<file path="src/rtl/de_stage_reg_cmp_pkg.sv">
// de_stage_reg_cmp_pkg
// Shared definitions for the Decode-to-Execute boundary block:
//   - default bus widths (DATA_W / REG_W / CTRL_W)
//   - bit positions inside the packed control vector
//     {memtoreg, memwrite, alusrc, regdst, regwrite, alucontrol[2:0]}
//   - the all-zero bubble control word inserted on a flush
package de_stage_reg_cmp_pkg;

  localparam int unsigned DE_DATA_W = 32;
  localparam int unsigned DE_REG_W  = 5;
  localparam int unsigned DE_CTRL_W = 8;

  localparam int unsigned CTRL_MEMTOREG   = 7;
  localparam int unsigned CTRL_MEMWRITE   = 6;
  localparam int unsigned CTRL_ALUSRC     = 5;
  localparam int unsigned CTRL_REGDST     = 4;
  localparam int unsigned CTRL_REGWRITE   = 3;
  localparam int unsigned CTRL_ALUCTL_MSB = 2;
  localparam int unsigned CTRL_ALUCTL_LSB = 0;

  // Bubble: no regwrite, no memwrite, nothing observable downstream.
  localparam logic [DE_CTRL_W-1:0] CTRL_BUBBLE = '0;

endpackage

</file>
<file path="src/rtl/de_stage_reg_cmp_floprc_w.sv">
// de_stage_reg_cmp_floprc_w
// WIDTH-bit pipeline register with asynchronous active-high reset,
// synchronous clear and load enable. Priority: reset > clear > enable.
// Ports:
//   i_clk  - rising-edge clock
//   i_rst  - asynchronous active-high reset, forces o_q to 0
//   i_clr  - synchronous clear, loads 0 on the next edge
//   i_en   - load enable; when low (and not cleared) the register holds
//   i_d    - data in
//   o_q    - registered data out
module de_stage_reg_cmp_floprc_w #(
  parameter int unsigned WIDTH = 32
) (
  input  logic             i_clk,
  input  logic             i_rst,
  input  logic             i_clr,
  input  logic             i_en,
  input  logic [WIDTH-1:0] i_d,
  output logic [WIDTH-1:0] o_q
);

  logic [WIDTH-1:0] r_q;

  always_ff @(posedge i_clk or posedge i_rst) begin
    if (i_rst) begin
      r_q <= '0;
    end else if (i_clr) begin
      r_q <= '0;
    end else if (i_en) begin
      r_q <= i_d;
    end
  end

  assign o_q = r_q;

endmodule

</file>
<file path="src/rtl/de_stage_reg_cmp.sv">
// de_stage_reg_cmp
// Decode-to-Execute boundary of the 5-stage MIPS32 pipeline.
//   - Combinational branch comparator on Decode operands, each side
//     optionally replaced by the Memory-stage ALU result (forwarding).
//   - Flush-able D->E pipeline registers for operands, immediate, register
//     numbers and control vector. A flush zeroes every field (bubble).
// Optional build macro: DE_STAGE_STALL_EN adds input en_d; when low and no
// flush is pending, all Execute registers hold.
// Ports:
//   clk, reset              - clock, async active-high reset
//   flush_e                 - sync clear of all Execute registers
//   srca_d, srcb_d          - register-file read data (rs / rt)
//   signimm_d               - sign-extended immediate
//   rs_d, rt_d, rd_d        - register numbers
//   ctrl_d                  - packed control vector
//   aluout_m                - Memory-stage ALU result (forwarding source)
//   fwd_a_d, fwd_b_d        - use aluout_m for compare operand A / B
//   en_d                    - (DE_STAGE_STALL_EN only) register load enable
//   equal_d                 - combinational compare result
//   srca_e .. ctrl_e        - registered Execute-stage copies
module de_stage_reg_cmp
  import de_stage_reg_cmp_pkg::*;
#(
  parameter int unsigned DATA_W = DE_DATA_W,
  parameter int unsigned REG_W  = DE_REG_W,
  parameter int unsigned CTRL_W = DE_CTRL_W
) (
  input  logic              clk,
  input  logic              reset,
  input  logic              flush_e,
`ifdef DE_STAGE_STALL_EN
  input  logic              en_d,
`endif
  input  logic [DATA_W-1:0] srca_d,
  input  logic [DATA_W-1:0] srcb_d,
  input  logic [DATA_W-1:0] signimm_d,
  input  logic [REG_W-1:0]  rs_d,
  input  logic [REG_W-1:0]  rt_d,
  input  logic [REG_W-1:0]  rd_d,
  input  logic [CTRL_W-1:0] ctrl_d,
  input  logic [DATA_W-1:0] aluout_m,
  input  logic              fwd_a_d,
  input  logic              fwd_b_d,
  output logic              equal_d,
  output logic [DATA_W-1:0] srca_e,
  output logic [DATA_W-1:0] srcb_e,
  output logic [DATA_W-1:0] signimm_e,
  output logic [REG_W-1:0]  rs_e,
  output logic [REG_W-1:0]  rt_e,
  output logic [REG_W-1:0]  rd_e,
  output logic [CTRL_W-1:0] ctrl_e
);

  // Branch comparator: independent of reset/flush, no state.
  logic [DATA_W-1:0] w_cmp_a;
  logic [DATA_W-1:0] w_cmp_b;

  assign w_cmp_a = fwd_a_d ? aluout_m : srca_d;
  assign w_cmp_b = fwd_b_d ? aluout_m : srcb_d;
  assign equal_d = (w_cmp_a == w_cmp_b);

  logic w_en;
`ifdef DE_STAGE_STALL_EN
  assign w_en = en_d;
`else
  assign w_en = 1'b1;
`endif

  // Execute registers capture the unforwarded operands; Execute-stage
  // forwarding is resolved downstream.
  de_stage_reg_cmp_floprc_w #(.WIDTH(DATA_W)) u_srca (
    .i_clk(clk), .i_rst(reset), .i_clr(flush_e), .i_en(w_en),
    .i_d(srca_d), .o_q(srca_e)
  );

  de_stage_reg_cmp_floprc_w #(.WIDTH(DATA_W)) u_srcb (
    .i_clk(clk), .i_rst(reset), .i_clr(flush_e), .i_en(w_en),
    .i_d(srcb_d), .o_q(srcb_e)
  );

  de_stage_reg_cmp_floprc_w #(.WIDTH(DATA_W)) u_signimm (
    .i_clk(clk), .i_rst(reset), .i_clr(flush_e), .i_en(w_en),
    .i_d(signimm_d), .o_q(signimm_e)
  );

  de_stage_reg_cmp_floprc_w #(.WIDTH(REG_W)) u_rs (
    .i_clk(clk), .i_rst(reset), .i_clr(flush_e), .i_en(w_en),
    .i_d(rs_d), .o_q(rs_e)
  );

  de_stage_reg_cmp_floprc_w #(.WIDTH(REG_W)) u_rt (
    .i_clk(clk), .i_rst(reset), .i_clr(flush_e), .i_en(w_en),
    .i_d(rt_d), .o_q(rt_e)
  );

  de_stage_reg_cmp_floprc_w #(.WIDTH(REG_W)) u_rd (
    .i_clk(clk), .i_rst(reset), .i_clr(flush_e), .i_en(w_en),
    .i_d(rd_d), .o_q(rd_e)
  );

  de_stage_reg_cmp_floprc_w #(.WIDTH(CTRL_W)) u_ctrl (
    .i_clk(clk), .i_rst(reset), .i_clr(flush_e), .i_en(w_en),
    .i_d(ctrl_d), .o_q(ctrl_e)
  );

endmodule

</file>
<file path="config.mk">
export PLATFORM = sky130hd
export DESIGN_NAME = de_stage_reg_cmp
export DESIGN_NICKNAME = d
export VERILOG_FILES = /design/src/rtl/de_stage_reg_cmp_pkg.sv /design/src/rtl/de_stage_reg_cmp_floprc_w.sv /design/src/rtl/de_stage_reg_cmp.sv
export SDC_FILE = /design/constraint.sdc
export NUM_CORES = 1
export LEC_CHECK = 0
export CORE_MARGIN = 1
export CORE_UTILIZATION = 39
export CTS_CLUSTER_SIZE = 20
export DETAILED_ROUTE_END_ITERATION = 7
export GPL_TIMING_DRIVEN = 0
export PLACE_DENSITY = 0.8
export SLEW_MARGIN = 20
export SYNTH_ARGS = -nofsm -noshare
export SYNTH_HDL_FRONTEND = slang
export SYNTH_SLANG_ARGS = --single-unit
</file>
<file path="constraint.sdc">
create_clock -name clk -period 4.2 [get_ports clk]
set_input_delay 0.63 -clock clk [delete_from_list [all_inputs] [get_ports clk]]
set_output_delay 0.63 -clock clk [all_outputs]
set_load 0.01 [all_outputs]
</file>
Word level (Yosys, flattened, before mapping)
Cells that the tools add are included.

storage, ports and cells
  bits in registers = 119
  input bits = 156
  output and inout bits = 120
  logic and storage cells = 17

operators by class
  eq/ne operators = 1
  mux-type cells = 9

operator list
  operator        number
  $mux W32        5
  $eq A32 B32 Y1  1
  $mux W5         3
  $mux W8         1

Longest topological paths before layout
  word-level depth = 2
  gate-level depth with buffers = 8

Modules after synthesis
Synthesis repeated with hierarchy kept, for this count alone.

unflattened totals
  cells, all modules = 531
  area, all modules = 6,097.1 sq um

modules (own cells, without submodules)
  module                                     instances  cells each  area each (sq um)  sequential area each (sq um)
  de_stage_reg_cmp_floprc_w (u_signimm ...)  3          104         1,327.5            800.8
  de_stage_reg_cmp                           1          141         1,158.6            0.0
  de_stage_reg_cmp_floprc_w (u_rd ...)       3          17          209.0              125.1
  de_stage_reg_cmp_floprc_w (u_ctrl)         1          27          329.1              200.2

Worst setup path before layout
Ideal clock, no wire load.

  path kind = input to output
  start point = in fwd_a_d
  end point = out equal_d
  data arrival time = 2.064 ns
  data required time = 3.570 ns
  setup slack = 1.506 ns
  cell stages on the path = 7
  buffers on the path = 1
  cells stage by stage = buf_6 -> mux2i_1 -> xor2_1 -> nand4_1 -> or3_1 -> o41ai_2 -> o211a_1

on the way
  word-level cells in the longest chain between the ends = 2

ends and longest elaborated chain
  item            line                    source
  from (decl)     de_stage_reg_cmp.sv:42  input logic fwd_a_d,
  $mux W32        de_stage_reg_cmp.sv:58  assign w_cmp_a = fwd_a_d ? aluout_m : srca_d;
  $eq A32 B32 Y1  de_stage_reg_cmp.sv:60  assign equal_d = (w_cmp_a == w_cmp_b);
  to (decl)       de_stage_reg_cmp.sv:44  output logic equal_d,

No other way between the ends.

Final worst setup path
  start point = in srca_d[31]
  end point = out equal_d

on the way
  word-level cells in the longest chain between the ends = 2

ends and longest elaborated chain
  item            line                    source
  from (decl)     de_stage_reg_cmp.sv:34  input logic [DATA_W-1:0] srca_d,
  $mux W32        de_stage_reg_cmp.sv:58
  $eq A32 B32 Y1  de_stage_reg_cmp.sv:60

No other way between the ends.

==> impl_metrics.toml <==
[final_layout]
nFillCells = 888
synthToLayoutAreaGrowth_pct = 75.2
n_antenna_cell = 0
final_cells = 862
drive_gt1_frac = 0.0548
nNetsFinal = 837

[synth]
synth_area_leaders = "dfrtp_1, nor2b_1, xnor2_1"
synth_common_cells = "nor2b_1, dfrtp_1, xnor2_1"
synth-seq-cells = 119
synth_area_um2 = 4890
synth.avg_cell_area_um2 = 12.6
synth.distinct_cells = 22
yosysMostFrequentCell = "nor2b_1"
synthArstFlopShare = 1.00
ys_seq_area_frac = 0.609
yosysTopAreaCell = "dfrtp_1"
synth-main-ff-cell = "dfrtp_1"
syn_inst = 388
synth.top_cell.area_share = 0.609
synth_nets = 544
synth_edf_count = 0
ys_warn_count = 0

[pwr]
intPower_mw = 2.65
p_leak_nw = 3.65
p_per_area_nw_per_um2 = 397
p_comb_frac = 0.158
power_switching_uw = 755
clkPwrFrac = 0.483
power.share.switching = 0.222
fin_total_pwr_mw = 3.41
vdd_drop_max_v = 0.000229
seq_power_share = 0.359

[critical_path]
cpPeakStageDelay_ps = 570
cp_max_fo = 3
critPathArrivalTime_ps = 3210
required_ps = 3570
worst_path_most_repeated_cell = "clkdlybuf4s50_1"
end_kind = "output pin"
start_kind = "input pin"
critPathSlowestCell = "clkdlybuf4s50_1"
worstSetupPathType = "in2out"
worstPathCellList = "clkdlybuf4s50_1 > mux2i_1 > xor2_1 > nand4_1 > or3_1 > o41ai_4 > o211a_1 > clkdlybuf4s50_1"

[sta]
tightest_slew_ps = 738
finalSetupViolCount = 0
fin_crit_ps = 3840
relSlewSlack = 0.508
maxClockFrequency_mhz = 260
drv_slew = 0
hold_violations = 0
rsz0062_at_grt = "no"
setup_ws_ps = 356
fin_crit_sh = 0.915

[routing]
postRouteAntennaNets = 0
vias_per_cell = 4.61
wirelength_um = 15700
drt_first_pass_iters = 4
routedWlPerCell_um = 18.2
drc_errors = 0
drt_iter0_markers = 200
vias = 3978

[clock_network]
cts_setup_buffers = 0
htree_levels = 4
clk_pin_slew_ps = 50
cts_tree = "built"
clock_path_buffers = 2
postCtsHoldBufs = 0
cts_root_buf = "clkbuf_16"
cts-buffers-inserted = 17
clock_sinks = 119

[place]
preCtsSetupSlack_ps = -110
port_buffers = 273
gp_congestion = 0.778
hpwlAfterDp_um = 11800
place_inst = 830

[floorplanning]
core_area_um2 = 12100
core.rowCount = 40
die_w_um = 114
dieArea_um2 = 13000
dieHeight_um = 114
initial_core_util = 0.404
io_pins = 276

[job]
maxCapViolCount = 0

[global_routing]
grt_max_degree = 72
antenna_found_initial = 0
grt_remaining_overflow = 0
grt_pass1_vias = 4262
grt_pass1_wl_um = 23500
track_usage = 0.252

[min_path]
holdPathEnd = "u_ctrl.o_q[4]"
hold_depth = 2
hold_start = "flush_e"
hold_path.class = "in2reg"

[status]
status = "finished clean"
[cell type report]
class / count / area (um^2) / area share
buffer: 18 / 97.6 / 0.0114
inverter: 1 / 8.76 / 0.00102
clock buffer: 20 / 447 / 0.0521
clock inverter: 12 / 223 / 0.0260
multi-input combinational: 250 / 1850 / 0.215
timing repair buffer: 274 / 2760 / 0.322
sequential: 119 / 2980 / 0.347
tap: 168 / 210 / 0.0245
[per-stage QoR]
| stage | utilization | TNS, ps | hold slack [ps] | cell area, um^2 |
|---|---|---|---|---|
| floorplan | - | 0 | 768 | 4890 |
| global placement | 0.647 | -131490 | 1040 | 7840 |
| detailed placement | 0.650 | -110 | 1050 | 7870 |
| CTS | 0.706 | 0 | 608 | 8550 |
| global route | 0.708 | 0 | 638 | 8570 |
| finish | 0.708 | 0 | 619 | 8570 |
[worst max-delay path, delay by kind of cell]
family,cells,cell delay (ps)
XOR/XNOR,1,210
AO/OA/AOI/OAI,2,560
multiplexers,1,180
buffers and inverters,2,1040
AND/OR/NAND/NOR,2,590
[state kept, by name, summed over array words and instances (netlist names)]
register / cells
u_signimm.o_q: 32
u_ctrl.o_q: 8
u_srcb.o_q: 32
u_rt.o_q: 5
u_rs.o_q: 5
u_rd.o_q: 5
u_srca.o_q: 32
[power groups by stage]
stage	clock network, mW	logic, mW	registers (mW)
floorplan	0	0.165	1.27
global placement	0	0.523	1.24
detailed placement	0	0.536	1.24
CTS	1.67	0.542	1.22
global route	1.73	0.577	1.22
finish	1.65	0.539	1.22
[cells in the final DEF, fill, tap and decap left out, drive strengths merged]
cell type      count
bufinv             6
or3                1
buf                4
a22oi              2
clkinvlp           2
inv                2
o21ai              2
clkdlybuf4s50    272
nor4               4
nand2              1
dfrtp            119
clkbuf            35
xor2              23
mux2i             31
o211a              1
nor2b            120
nor3               5
o41ai              1
nand4             11
xnor2             40
a211oi             1
a21oi              3
nor2               4
clkinv             3
dlymetal6s2s       1
[layer usage]
metal	wire length, um	vias up	track usage
met1	5950	1918	0.277
met2	8160	189	0.448
met3	1160	37	0.0781
li1	-	1834	-
met5	0	-	0
met4	433	0	0.109
[worst max-delay path by stage]
| stage | endpoint | cells past startpoint | from |
|---|---|---|---|
| floorplan | u_ctrl.o_q[0] | 1 | reset |
| global placement | u_srca.o_q[8] | 2 | reset |
| detailed placement | equal_d | 9 | fwd_a_d |
| CTS | equal_d | 9 | fwd_a_d |
| global route | equal_d | 8 | srca_d[31] |
| finish | equal_d | 8 | srca_d[31] |
[cells by family after synthesis]
group,after synthesis,share of synthesized area
simple gates,146,0.183
flops,119,0.609
xor+xnor,63,0.113
mux,31,0.0634
buf+inv,19,0.0174
compound gates,10,0.0151
[what timing repair did]
| action | CTS | global route |
|---|---|---|
| gates resized for setup | 3 | 5 |
| gates cloned | 0 | 0 |
| pin swaps | 1 | 0 |
| setup endpoints to repair | 1 | 1 |
(Power assumes the default switching activity.)
==> RTL edit 1: new RTL, config.mk and constraints unchanged <==
Add a define of `DE_STAGE_STALL_EN`.
--- a/src/rtl/de_stage_reg_cmp.sv
+++ b/src/rtl/de_stage_reg_cmp.sv
@@ -18,6 +18,8 @@
 //   en_d                    - (DE_STAGE_STALL_EN only) register load enable
 //   equal_d                 - combinational compare result
 //   srca_e .. ctrl_e        - registered Execute-stage copies
+`define DE_STAGE_STALL_EN
+
 module de_stage_reg_cmp
   import de_stage_reg_cmp_pkg::*;
 #(
Ports: changed (added en_d); port bits go from 276 to 277. No check against the original RTL was run, so the function may have changed too.
==> RTL edit 1 against the unedited design <==
  * Total power is 2.4% lower
  * Sequential cell count stayed put
  * Hold slack got worse by 0.10 ns
  * Synthesized area is 19% higher
  * Worst setup slack improved by 0.062 ns
  * Highest routed layer unchanged
  * Largest cell class unchanged
  * Routed wire length up 23%
  * Clock power decreased by 15%
  * Final area is 9.7% higher
  * Global-route usage up 0.53 points
==> RTL edit 1: results (changes against the unedited design) <==
.. list-table::
   :header-rows: 1

   * - Metric
     - Value
   * - Vias after detailed routing
     - 5049 (was 3978)
   * - Status
     - complete, no violations (unchanged)
   * - Total placed cells including tap cells
     - 978 (was 830)
   * - Top cells by area in the synthesized netlist
     - sky130_fd_sc_hd__dfrtp_1, sky130_fd_sc_hd__mux2i_1, sky130_fd_sc_hd__nor2_1, sky130_fd_sc_hd__xnor2_1, sky130_fd_sc_hd__xor2_1 (was sky130_fd_sc_hd__dfrtp_1, sky130_fd_sc_hd__nor2b_1, sky130_fd_sc_hd__xnor2_1, sky130_fd_sc_hd__mux2i_1, sky130_fd_sc_hd__xor2_1)
   * - Post-DP Area
     - 8830 µm² (was 7870 µm²)
   * - Pin count of the biggest net entering global routing
     - 67 (was 72)
   * - Fill cell instance count of the final layout
     - 1117 (was 888)
   * - WL met3
     - 1.37 mm (was 1.16 mm)
   * - Worst-Margin Slew
     - 0.815 ns (was 0.738 ns)
   * - Count of placed standard cells in the final layout, fillers left out
     - 1010 (was 862)
   * - Global routing met2 resource utilization
     - 43.1% (was 44.8%)
   * - Worst vdd rail ir drop
     - 222 µV (was 229 µV)
   * - Average cell area after synthesis
     - 11.2 µm² (was 12.6 µm²)
   * - Post-detail-place hpwl
     - 14.9 mm (was 11.8 mm)
   * - Synth Net Count
     - 677 (was 544)
   * - Source of the critical timing path
     - srca_d[26] (was srca_d[31])
   * - Xor and xnor area share after synthesis
     - 9.45% (was 11.3%)
   * - Average detailed-routed wire length per instance
     - 19.2 µm (was 18.2 µm)
   * - RePlAce Congestion
     - 0.863 (was 0.778)
   * - Met1 layer usage reported by global route
     - 29.7% (was 27.7%)
   * - Share of final-layout standard cells stronger than drive strength 1
     - 4.84% (was 5.48%)
   * - Worst Path Arrival
     - 3.15 ns (was 3.21 ns)
   * - Number of nets in the finished design
     - 970 (was 837)
   * - Initial detailed-routing violation count
     - 229 (was 200)
   * - Worst path setup slack after routing
     - 0.418 ns (was 0.356 ns)
   * - Vias in the first global route
     - 5484 (was 4262)
   * - Static leakage
     - 4.29 nW (was 3.65 nW)
   * - Yosys cell types
     - 23 (was 22)
   * - Endpoint of the worst hold path
     - u_signimm.o_q[7]$_DFFE_PP0P_ (was u_ctrl.o_q[4]$_DFF_PP0_)
   * - Area added between synthesis and finish
     - 61.2% (was 75.2%)
   * - Top fanout value on the critical path
     - 3 (unchanged)
   * - Global-route wire length before repair
     - 30.3 mm (was 23.5 mm)
   * - Total routing usage reported by global routing
     - 25.7% (was 25.2%)
   * - Proportion of synthesized chip area in sequential cells
     - 51.0% (was 60.9%)
   * - Met3 track demand over resource in global routing
     - 8.33% (was 7.81%)
   * - Hold path startpoint
     - u_signimm.o_q[7]$_DFFE_PP0P_ (was flush_e)
   * - Synthesized-area fraction occupied by ao, oa, aoi and oai cells
     - 1.26% (was 1.51%)
   * - Critical Path End
     - equal_d (unchanged)
   * - Multiplexer share of the synthesized area
     - 25.7% (was 6.34%)
   * - Routed met2 length
     - 9.55 mm (was 8.16 mm)
[RTL edit 1: cell count changes in the layout (fill, tap and decap cells not counted), moves of 3 or more]
cell	delta
sky130_fd_sc_hd__nor2_1	+119
sky130_fd_sc_hd__buf_2	+3
sky130_fd_sc_hd__buf_1	+10
sky130_fd_sc_hd__bufinv_16	-5
sky130_fd_sc_hd__inv_6	+5
sky130_fd_sc_hd__mux2i_1	+120
sky130_fd_sc_hd__nor2b_1	-119
[RTL edit 1: final cells by class]
type	count	share of cell area (%)
multi-input combinational	369	29.0
timing repair buffer	274	29.4
buffer	31	1.44
inverter	1	0.0931
clock buffer	17	4.52
clock inverter	15	1.52
sequential	119	31.7
tap	184	2.45
[RTL edit 1: power by group]
group	internal, W	leakage [nW]	switching, W
registers	0.00121	1.58	0.0000375
logic	0.000366	2.44	0.000297
clock network	0.000826	0.269	0.000586
[RTL edit 1: timing repair]
item	4_1_cts	5_1_grt
resized for setup	0	2
hold buffers	0	0
setup endpoints to repair	0	1
setup buffers	0	0
==> RTL edit 2: new RTL, config.mk and constraints unchanged <==
Without the edit above. Reset style: synchronous (`i_rst`), changed in one clocked block. Comments in the files are not updated.
--- a/src/rtl/de_stage_reg_cmp_floprc_w.sv
+++ b/src/rtl/de_stage_reg_cmp_floprc_w.sv
@@ -21,7 +21,7 @@
 
   logic [WIDTH-1:0] r_q;
 
-  always_ff @(posedge i_clk or posedge i_rst) begin
+  always_ff @(posedge i_clk) begin
     if (i_rst) begin
       r_q <= '0;
     end else if (i_clr) begin
Function: differs if reset is asserted again (counterexample within 4 cycles, from zero or initial values and one cycle with reset high); with reset held inactive, the same outputs for 10 cycles.
==> RTL edit 2 against the unedited design <==
  * Via count decreased by 5.5%
  * Count of clock-buffer cells in the layout grew 3
  * Worst setup slack better by 0.25 ns
  * Sequential cell count unchanged
  * Routed wire length shrank 11%
  * Synthesized area decreased by 12%
  * Total power fell by 12%
  * Fmax rose by 7.0%
  * Final area shrank 9.2%
  * Clock power shrank 19%
  * Critical path type unchanged
==> RTL edit 2: results (changes against the unedited design) <==
.. list-table::
   :header-rows: 1

   * - Metric
     - Value
   * - Status
     - complete, no violations (unchanged)
   * - Pin count of the biggest net entering global routing
     - 17 (was 72)
   * - DR vias/cell
     - 4.51 (was 4.61)
   * - Average detailed-routed wire length per instance
     - 16.8 µm (was 18.2 µm)
   * - Post-detail-place hpwl
     - 11.1 mm (was 11.8 mm)
   * - Top cells by area in the synthesized netlist
     - sky130_fd_sc_hd__dfxtp_1, sky130_fd_sc_hd__and2_1, sky130_fd_sc_hd__xor2_1, sky130_fd_sc_hd__xnor2_1, sky130_fd_sc_hd__mux2i_1 (was sky130_fd_sc_hd__dfrtp_1, sky130_fd_sc_hd__nor2b_1, sky130_fd_sc_hd__xnor2_1, sky130_fd_sc_hd__mux2i_1, sky130_fd_sc_hd__xor2_1)
   * - Worst Path Arrival
     - 2.96 ns (was 3.21 ns)
   * - Vias in the first global route
     - 4022 (was 4262)
   * - Dominant register cell in the synthesized netlist
     - sky130_fd_sc_hd__dfxtp_1 (was sky130_fd_sc_hd__dfrtp_1)
   * - Average cell area after synthesis
     - 11.1 µm² (was 12.6 µm²)
   * - RePlAce Congestion
     - 0.799 (was 0.778)
   * - Worst vdd rail ir drop
     - 284 µV (was 229 µV)
   * - Worst-Margin Slew
     - 0.586 ns (was 0.738 ns)
   * - Psw
     - 0.000675 W (was 0.000755 W)
   * - Initial detailed-routing violation count
     - 158 (was 200)
   * - Fraction of synthesis flops using an asynchronous set or reset pin
     - 0% (was 100%)
   * - Vias after detailed routing
     - 3761 (was 3978)
   * - Static leakage
     - 3.04 nW (was 3.65 nW)
   * - Total routing usage reported by global routing
     - 25.1% (was 25.2%)
   * - Proportion of synthesized chip area in sequential cells
     - 55.2% (was 60.9%)
   * - Iteration count of the initial detailed-routing pass
     - 4 (unchanged)
   * - Worst Hold Class
     - in -> reg (unchanged)
   * - Post-DP Area
     - 7230 µm² (was 7870 µm²)
   * - Total placed cells including tap cells
     - 802 (was 830)
   * - Input/output buffers
     - 274 (was 273)
   * - Most instantiated cells after synthesis
     - sky130_fd_sc_hd__and2_1, sky130_fd_sc_hd__dfxtp_1, sky130_fd_sc_hd__xor2_1, sky130_fd_sc_hd__xnor2_1, sky130_fd_sc_hd__mux2i_1 (was sky130_fd_sc_hd__nor2b_1, sky130_fd_sc_hd__dfrtp_1, sky130_fd_sc_hd__xnor2_1, sky130_fd_sc_hd__mux2i_1, sky130_fd_sc_hd__xor2_1)
   * - Share of final-layout standard cells stronger than drive strength 1
     - 4.47% (was 5.48%)
   * - CTS root buf
     - sky130_fd_sc_hd__clkbuf_8 (was sky130_fd_sc_hd__clkbuf_16)
   * - Inserted Diodes
     - 0 (unchanged)
   * - Yosys cell types
     - 23 (was 22)
   * - CTS-repair resized insts
     - 0 (was 3)
   * - Global-route wire length before repair
     - 20.8 mm (was 23.5 mm)
   * - Max stage delay on crit path
     - 0.60 ns (was 0.57 ns)
RTL edit 2: cell types whose count changed after synthesis, sizes merged, moves of 5 or more:
| cell | before | now |
|---|---|---|
| and2 | 0 | 119 |
| mux2i | 31 | 15 |
| xor2 | 23 | 50 |
| xnor2 | 40 | 31 |
| dfrtp | 119 | 0 |
| dfxtp | 0 | 119 |
| nor2b | 120 | 0 |
| nor4 | 4 | 9 |
RTL edit 2: worst paths after layout:
path              slack [ns]  startpoint  cells past startpoint                        to
setup / recovery        0.61  srcb_d[31]                      8                   equal_d
hold / removal          0.67   ctrl_d[1]                      2  u_ctrl.o_q[1]$_SDFF_PP0_
RTL edit 2: stage by stage:
step                      setup slack [ns]  power [W]
after floorplan                       1.64    0.00136
after global placement               0.627    0.00166
after detailed placement             0.642    0.00166
after CTS                            0.600    0.00301
after global routing                 0.382    0.00310
final                                0.607    0.00298
RTL edit 2: power groups by stage:
stage	registers, W	logic [W]	clock network [W]
floorplan	0.00124	0.000126	0
global placement	0.00121	0.000447	0
detailed placement	0.00121	0.000452	0
CTS	0.00119	0.000456	0.00137
global route	0.00119	0.000482	0.00143
finish	0.00119	0.000452	0.00134
RTL edit 2: cell families (layout without fill, tap and decap cells):
kind of cell | count (synthesis) | after routing | share of synthesized area, %
flip-flops | 119 | 119 | 55.2
buffers and inverters | 16 | 322 | 1.97
AND/OR/NAND/NOR | 147 | 147 | 20.9
XOR/XNOR | 81 | 81 | 16.4
AO/OA/AOI/OAI | 10 | 10 | 2.06
multiplexers | 15 | 15 | 3.48
RTL edit 2: critical path, delay by kind of cell:
kind / cells / cell delay, ns
multiplexers: 1 / 0.21
buffers and inverters: 2 / 1.07
XOR/XNOR: 1 / 0.18
AND/OR/NAND/NOR: 2 / 0.33
AO/OA/AOI/OAI: 2 / 0.53
RTL edit 2: area by class of cell:
cell class / instances / area [µm²]
Buffer: 16 / 85.1
Clock buffer: 23 / 447
Clock inverter: 9 / 101
Fill cell: 787 / 3010
Multi-Input combinational cell: 253 / 1850
Sequential cell: 119 / 2380
Tap cell: 140 / 175
Timing Repair Buffer: 274 / 2740
RTL edit 2: routing by layer:
| layer | GRT usage, % | vias up | part of all wire [%] |
|---|---|---|---|
| li1 | - | 1836 | - |
| met1 | 24.3 | 1720 | 37 |
| met2 | 46.5 | 182 | 52 |
| met3 | 9.85 | 23 | 8.9 |
| met4 | 11.1 | 0 | 2.1 |
| met5 | 0 | - | 0 |
